### src/rtl/uart_frame_tx.sv
// UART transmitter: compile-time data width, run-time baud/parity/stop selection,
// ready/valid input that allows a new frame to start with no idle gap.
//
// state    | meaning
// ---------+--------------------------------------------------
// S_IDLE   | line high, waiting for send_en
// S_START  | start bit (0) for one bit period
// S_DATA   | DATA_BITS data bits, LSB first
// S_PARITY | parity bit, only when parity is enabled
// S_STOP   | one or two stop bits (1); may chain into S_START
module uart_frame_tx #(
  parameter int CLK_FREQ  = 50_000_000,
  parameter int DATA_BITS = 8
) (
  input  logic                 Clk,
  input  logic                 Reset,
  input  logic [DATA_BITS-1:0] Data,
  input  logic                 send_en,
  input  logic [2:0]           baud_set,
  input  logic [1:0]           parity_mode,
  input  logic                 stop2,
  output logic                 tx_ready,
  output logic                 busy,
  output logic                 uart_tx,
  output logic                 tx_done
);

  // The slowest rate needs the widest counter.
  localparam int CW = $clog2(CLK_FREQ / 9600);

  localparam logic [CW-1:0] DIV_9600   = CW'(CLK_FREQ / 9600);
  localparam logic [CW-1:0] DIV_19200  = CW'(CLK_FREQ / 19200);
  localparam logic [CW-1:0] DIV_38400  = CW'(CLK_FREQ / 38400);
  localparam logic [CW-1:0] DIV_57600  = CW'(CLK_FREQ / 57600);
  localparam logic [CW-1:0] DIV_115200 = CW'(CLK_FREQ / 115200);
  localparam logic [CW-1:0] DIV_230400 = CW'(CLK_FREQ / 230400);
  localparam logic [CW-1:0] DIV_460800 = CW'(CLK_FREQ / 460800);
  localparam logic [CW-1:0] DIV_921600 = CW'(CLK_FREQ / 921600);

  localparam logic [2:0] S_IDLE   = 3'd0;
  localparam logic [2:0] S_START  = 3'd1;
  localparam logic [2:0] S_DATA   = 3'd2;
  localparam logic [2:0] S_PARITY = 3'd3;
  localparam logic [2:0] S_STOP   = 3'd4;

  logic [2:0]           state_q, state_d;
  logic [CW-1:0]        cnt_q, cnt_d;
  logic [3:0]           bit_q, bit_d;
  logic [DATA_BITS-1:0] shift_q, shift_d;
  logic [CW-1:0]        div_q, div_d;
  logic                 par_en_q, par_en_d;
  logic                 par_bit_q, par_bit_d;
  logic                 stop2_q, stop2_d;
  logic                 tx_q, tx_d;

  logic [CW-1:0] div_sel;
  logic          bit_last;
  logic          final_stop;
  logic          accept;

  always_comb begin
    case (baud_set)
      3'd0:    div_sel = DIV_9600;
      3'd1:    div_sel = DIV_19200;
      3'd2:    div_sel = DIV_38400;
      3'd3:    div_sel = DIV_57600;
      3'd4:    div_sel = DIV_115200;
      3'd5:    div_sel = DIV_230400;
      3'd6:    div_sel = DIV_460800;
      default: div_sel = DIV_921600;
    endcase
  end

  always_comb begin
    bit_last   = (cnt_q == div_q - CW'(1));
    final_stop = (state_q == S_STOP) && bit_last && (bit_q == {3'b000, stop2_q});
    tx_done    = final_stop;
    tx_ready   = !Reset && ((state_q == S_IDLE) || final_stop);
    busy       = (state_q != S_IDLE);
    accept     = send_en && tx_ready;
    uart_tx    = tx_q;
  end

  always_comb begin
    state_d   = state_q;
    cnt_d     = bit_last ? '0 : cnt_q + CW'(1);
    bit_d     = bit_q;
    shift_d   = shift_q;
    div_d     = div_q;
    par_en_d  = par_en_q;
    par_bit_d = par_bit_q;
    stop2_d   = stop2_q;

    case (state_q)
      S_IDLE: cnt_d = '0;
      S_START: begin
        if (bit_last) begin
          state_d = S_DATA;
          bit_d   = '0;
        end
      end
      S_DATA: begin
        if (bit_last) begin
          shift_d = shift_q >> 1;
          if (bit_q == 4'(DATA_BITS - 1)) begin
            bit_d   = '0;
            state_d = par_en_q ? S_PARITY : S_STOP;
          end else begin
            bit_d = bit_q + 4'd1;
          end
        end
      end
      S_PARITY: begin
        if (bit_last) begin
          state_d = S_STOP;
          bit_d   = '0;
        end
      end
      S_STOP: begin
        if (final_stop) begin
          state_d = S_IDLE;
          bit_d   = '0;
        end else if (bit_last) begin
          bit_d = bit_q + 4'd1;
        end
      end
      default: state_d = S_IDLE;
    endcase

    // Accept overrides the end of the stop bit, giving gap-free chaining.
    if (accept) begin
      state_d   = S_START;
      cnt_d     = '0;
      bit_d     = '0;
      shift_d   = Data;
      div_d     = div_sel;
      par_en_d  = (parity_mode == 2'b01) || (parity_mode == 2'b10);
      par_bit_d = (^Data) ^ (parity_mode == 2'b01);
      stop2_d   = stop2;
    end

    case (state_d)
      S_START:  tx_d = 1'b0;
      S_DATA:   tx_d = shift_d[0];
      S_PARITY: tx_d = par_bit_d;
      default:  tx_d = 1'b1;
    endcase
  end

  always_ff @(posedge Clk) begin
    if (Reset) begin
      state_q   <= S_IDLE;
      cnt_q     <= '0;
      bit_q     <= '0;
      shift_q   <= '0;
      div_q     <= '0;
      par_en_q  <= 1'b0;
      par_bit_q <= 1'b0;
      stop2_q   <= 1'b0;
      tx_q      <= 1'b1;
    end else begin
      state_q   <= state_d;
      cnt_q     <= cnt_d;
      bit_q     <= bit_d;
      shift_q   <= shift_d;
      div_q     <= div_d;
      par_en_q  <= par_en_d;
      par_bit_q <= par_bit_d;
      stop2_q   <= stop2_d;
      tx_q      <= tx_d;
    end
  end

endmodule

### config.mk
export PLATFORM = sky130hd
export DESIGN_NAME = uart_frame_tx
export DESIGN_NICKNAME = d
export VERILOG_FILES = /design/src/rtl/uart_frame_tx.sv
export SDC_FILE = /design/constraint.sdc
export NUM_CORES = 1
export LEC_CHECK = 0
export ABC_AREA = 1
export BUFFER_PORTS_ARGS = -buffer_cell sky130_fd_sc_hd__buf_2
export CORE_ASPECT_RATIO = 0.8
export CORE_MARGIN = 3
export CORE_UTILIZATION = 62
export CTS_BUF_LIST = sky130_fd_sc_hd__clkbuf_8
export DETAILED_ROUTE_END_ITERATION = 7
export PLACE_DENSITY = 0.92
export SLEW_MARGIN = 20
export SYNTH_ARGS = -nofsm -noshare
export SYNTH_HDL_FRONTEND = slang
export SYNTH_SLANG_ARGS = --single-unit
### constraint.sdc
create_clock -name Clk -period 2.27 [get_ports Clk]
set_input_delay 0.227 -clock Clk [delete_from_list [all_inputs] [get_ports Clk]]
set_output_delay 0.227 -clock Clk [all_outputs]
set_load 0.1 [all_outputs]
==> impl_metrics.json <==
{
  "status": "finished with violations",
  "violations": "negative setup slack",
  "grt-ovfl-total": 0,
  "cts_hold_buf": 0,
  "clock_sinks": 45,
  "clock.fmax_mhz": 390,
  "detailed_place.area_mm2": 0.00307,
  "netlist_instances": 428,
  "pwr-share-comb_pct": 31.1,
  "avgSynthCellArea_um2": 6.47,
  "grt_max_degree": 14,
  "r2r_start": "div_q[3]$_SDFFE_PP0P_",
  "die_w_um": 80.7,
  "arrival_ns": 2.34,
  "clk_path_buf_depth": 2,
  "cap_viol_max_count": 0,
  "drt_iter0_markers": 456,
  "drive_above_1_share_pct": 28.2,
  "grt_pass1_vias": 2740,
  "routedWlPerCell_um": 18.3,
  "final.setup.worst_slack_ns": -0.295,
  "clkLatencyLatePin_ns": 0.31,
  "hold_viol": 0,
  "relSlewSlack_pct": 63.5,
  "design_area_mm2": 0.00365,
  "cts_root_buffer": "clkbuf_8",
  "period_share_pct": 113,
  "ys_types": 38,
  "portBuffers": 20,
  "place.gp.congestion": 0.896,
  "p_leak_uw": 0.00161,
  "yosysSeqAreaShare_pct": 32.5,
  "setup_violations": 46,
  "tightestPinTransition_ns": 0.544,
  "nets": 499,
  "initial_core_util_pct": 65.5,
  "cts_tree": "built",
  "antennaDiodeCount": 0,
  "layout_common_cells": "nand2_1 (105), inv_1 (53), nor2_1 (43)",
  "firstDrtPassIters": 6,
  "ys_seq_elements": 45,
  "syn_nets": 449,
  "htree_num_levels": 2,
  "hold_class": "input pin to register",
  "switchingPower_uw": 718,
  "num_vias": 3382,
  "path_class": "register to output pin",
  "p_per_area_mw_per_mm2": 540,
  "num_rows": 21,
  "via_per_inst": 6.31,
  "routed_wl_um": 9830,
  "switching_share_pct": 36.4,
  "min_from": "Data[6]",
  "die_area_mm2": 0.00531,
  "final_common_cell": "nand2_1",
  "ys_warn_count": 0,
  "fin_skew_ns": 0.0100,
  "end_kind": "output pin",
  "rsz0062_at_grt": "true",
  "required_ns": 2.04,
  "slowest_delay_ns": 0.37,
  "slew_viol_final": 0,
  "synth.cell_area_mm2": 0.00277,
  "cts.clk_slew.worst_paths_ns": 0.10,
  "intPower_uw": 1250,
  "core_area_mm2": 0.00423,
  "worstSetupStartpoint": "div_q[3]$_SDFFE_PP0P_",
  "cts_buffers": 5,
  "path_cells": "nor2_1 -> nand2_4 -> nor2_2 -> nand2_1 -> nand3_1 -> nand2_2 -> nor2_4 -> nand4_4 -> buf_6 -> a21oi_4 -> buf_12",
  "min_period_ns": 2.56,
  "crit_slowest_cell": "dfxtp_1",
  "hold_slack_ns": 0.170,
  "syn2layout_area_growth_pct": 31.7,
  "critPathMaxFanout": 6,
  "dieHeight_um": 65.8,
  "antenna_found_initial": 0,
  "post-route-util_pct": 86.2,
  "power.total_uw": 1970,
  "grtUsageTotal_pct": 28.4,
  "io_pins": 21,
  "power_frac_seq_pct": 43.1,
  "pwr-share-clk_pct": 25.8,
  "dp_hpwl_um": 5190,
  "cp-start-kind": "register",
  "max-vdd-ir-drop_uv": 422,
  "crit_buf_inv": 2,
  "grt_pass1_wl_um": 11700,
  "drc": 0,
  "crit_family": "simple AND/OR/NAND/NOR gates",
  "detail-route-antenna-nets": 0
}
-- power groups by stage --
stage | clock network (uW) | registers (uW) | logic (uW)
final | 508 | 848 | 613
after global routing | 532 | 849 | 646
after CTS | 490 | 841 | 447
after detailed placement | 0 | 859 | 423
after global placement | 0 | 858 | 408
after floorplan | 0 | 860 | 313
-- path summary, 6_finish.rpt --
| kind | slack [ns] | cells past startpoint | end |
|---|---|---|---|
| max | -0.29 | 11 | tx_ready |
| min | 0.17 | 3 | shift_q[6]$_SDFFE_PP0P_ |
| max reg2reg | -0.28 | 16 | cnt_q[8]$_SDFF_PP0_ |
| min reg2reg | 0.47 | 1 | cnt_q[0]$_SDFF_PP0_ |
-- cell families after synthesis --
| kind of cell | count (synthesis) | share of synthesized area (%) |
|---|---|---|
| AO/OA/AOI/OAI | 45 | 9.90 |
| XOR/XNOR | 26 | 8.22 |
| adder cells (fa/ha/maj) | 4 | 1.81 |
| buffers and inverters | 66 | 9.40 |
| flip-flops | 45 | 32.5 |
| AND/OR/NAND/NOR | 242 | 38.1 |
-- timing repair --
action / 4_1_cts / 5_1_grt
pin swaps: 7 / 17
buffers inserted: 8 / 10
endpoints found under the setup margin: 15 / 46
cloned: 0 / 1
gates resized for setup: 12 / 83
-- flip-flops by register name, indices dropped and copies added, names as in the netlist --
name / cells
cnt_q: 13
bit_q: 4
uart_tx: 1
par_bit_q: 1
par_en_q: 1
state_q: 3
shift_q: 8
stop2_q: 1
div_q: 13
-- worst register-to-register path, delay by kind of cell, from the launching register on --
kind                   cells  cell delay [ns]
DFF                        1             0.37
AOI/OAI and AO/OA          2             0.39
and+or+nand+nor           11             1.27
buffers and inverters      3             0.46
-- Yosys cell counts --
| library cell | number | area [um^2] |
|---|---|---|
| or2_0 | 1 | 6.26 |
| nand3b_1 | 2 | 15.0 |
| o21ai_1 | 2 | 10.0 |
| clkbuf_1 | 2 | 7.51 |
| nor3_1 | 9 | 45.0 |
| a22oi_1 | 1 | 7.51 |
| xor2_1 | 14 | 123 |
| inv_2 | 1 | 3.75 |
| o211ai_1 | 4 | 30.0 |
| or2_2 | 1 | 6.26 |
| o211a_1 | 2 | 20.0 |
| dfxtp_1 | 45 | 901 |
| nor2_4 | 3 | 33.8 |
| and3_1 | 1 | 6.26 |
| o21a_1 | 1 | 7.51 |
| nand2_2 | 4 | 25.0 |
| nor4_1 | 1 | 6.26 |
| a211oi_1 | 1 | 7.51 |
| nand4_1 | 3 | 18.8 |
| nand2_1 | 120 | 450 |
| o21bai_1 | 1 | 7.51 |
| nand3_1 | 36 | 180 |
| nand3_2 | 1 | 10.0 |
| a21oi_2 | 1 | 8.76 |
| a21oi_1 | 13 | 65.1 |
| o22ai_1 | 3 | 18.8 |
| nor3_2 | 1 | 10.0 |
| clkinv_1 | 1 | 3.75 |
| buf_2 | 4 | 20.0 |
| nor2_1 | 53 | 199 |
| buf_6 | 1 | 11.3 |
| ha_1 | 4 | 50.1 |
| nand4_2 | 1 | 12.5 |
| xnor2_1 | 12 | 105 |
| nor2_2 | 5 | 31.3 |
| a21oi_4 | 1 | 16.3 |
| inv_1 | 57 | 214 |
| o21ai_0 | 15 | 75.1 |
-- metal layers --
layer	global-route usage [%]	part of all wire (%)	routed length, um
met3	4.36	10	983
met1	35.2	35	3460
met4	13.7	8.6	847
met5	0	0	0
met2	48.0	46	4540
-- per-stage QoR --
| stage | setup slack [ns] | TNS (ns) | std cells |
|---|---|---|---|
| final | -0.295 | -7.36 | 536 |
| after global routing | -0.384 | -10.27 | 536 |
| after CTS | -0.185 | -1.30 | 525 |
| after detailed placement | -0.0703 | -0.197 | 509 |
| after global placement | 0.0314 | 0 | 509 |
| after floorplan | -0.0487 | -0.0696 | 428 |
-- final cells by class --
type	instances	area [um^2]
Clock buffer	5	68.8
Timing Repair Buffer	50	462
Tap cell	57	71.3
Fill cell	217	583
Multi-Input combinational cell	317	1900
Inverter	59	228
Clock inverter	3	15.0
Sequential cell	45	906
Power figures use the tool's default switching activity.
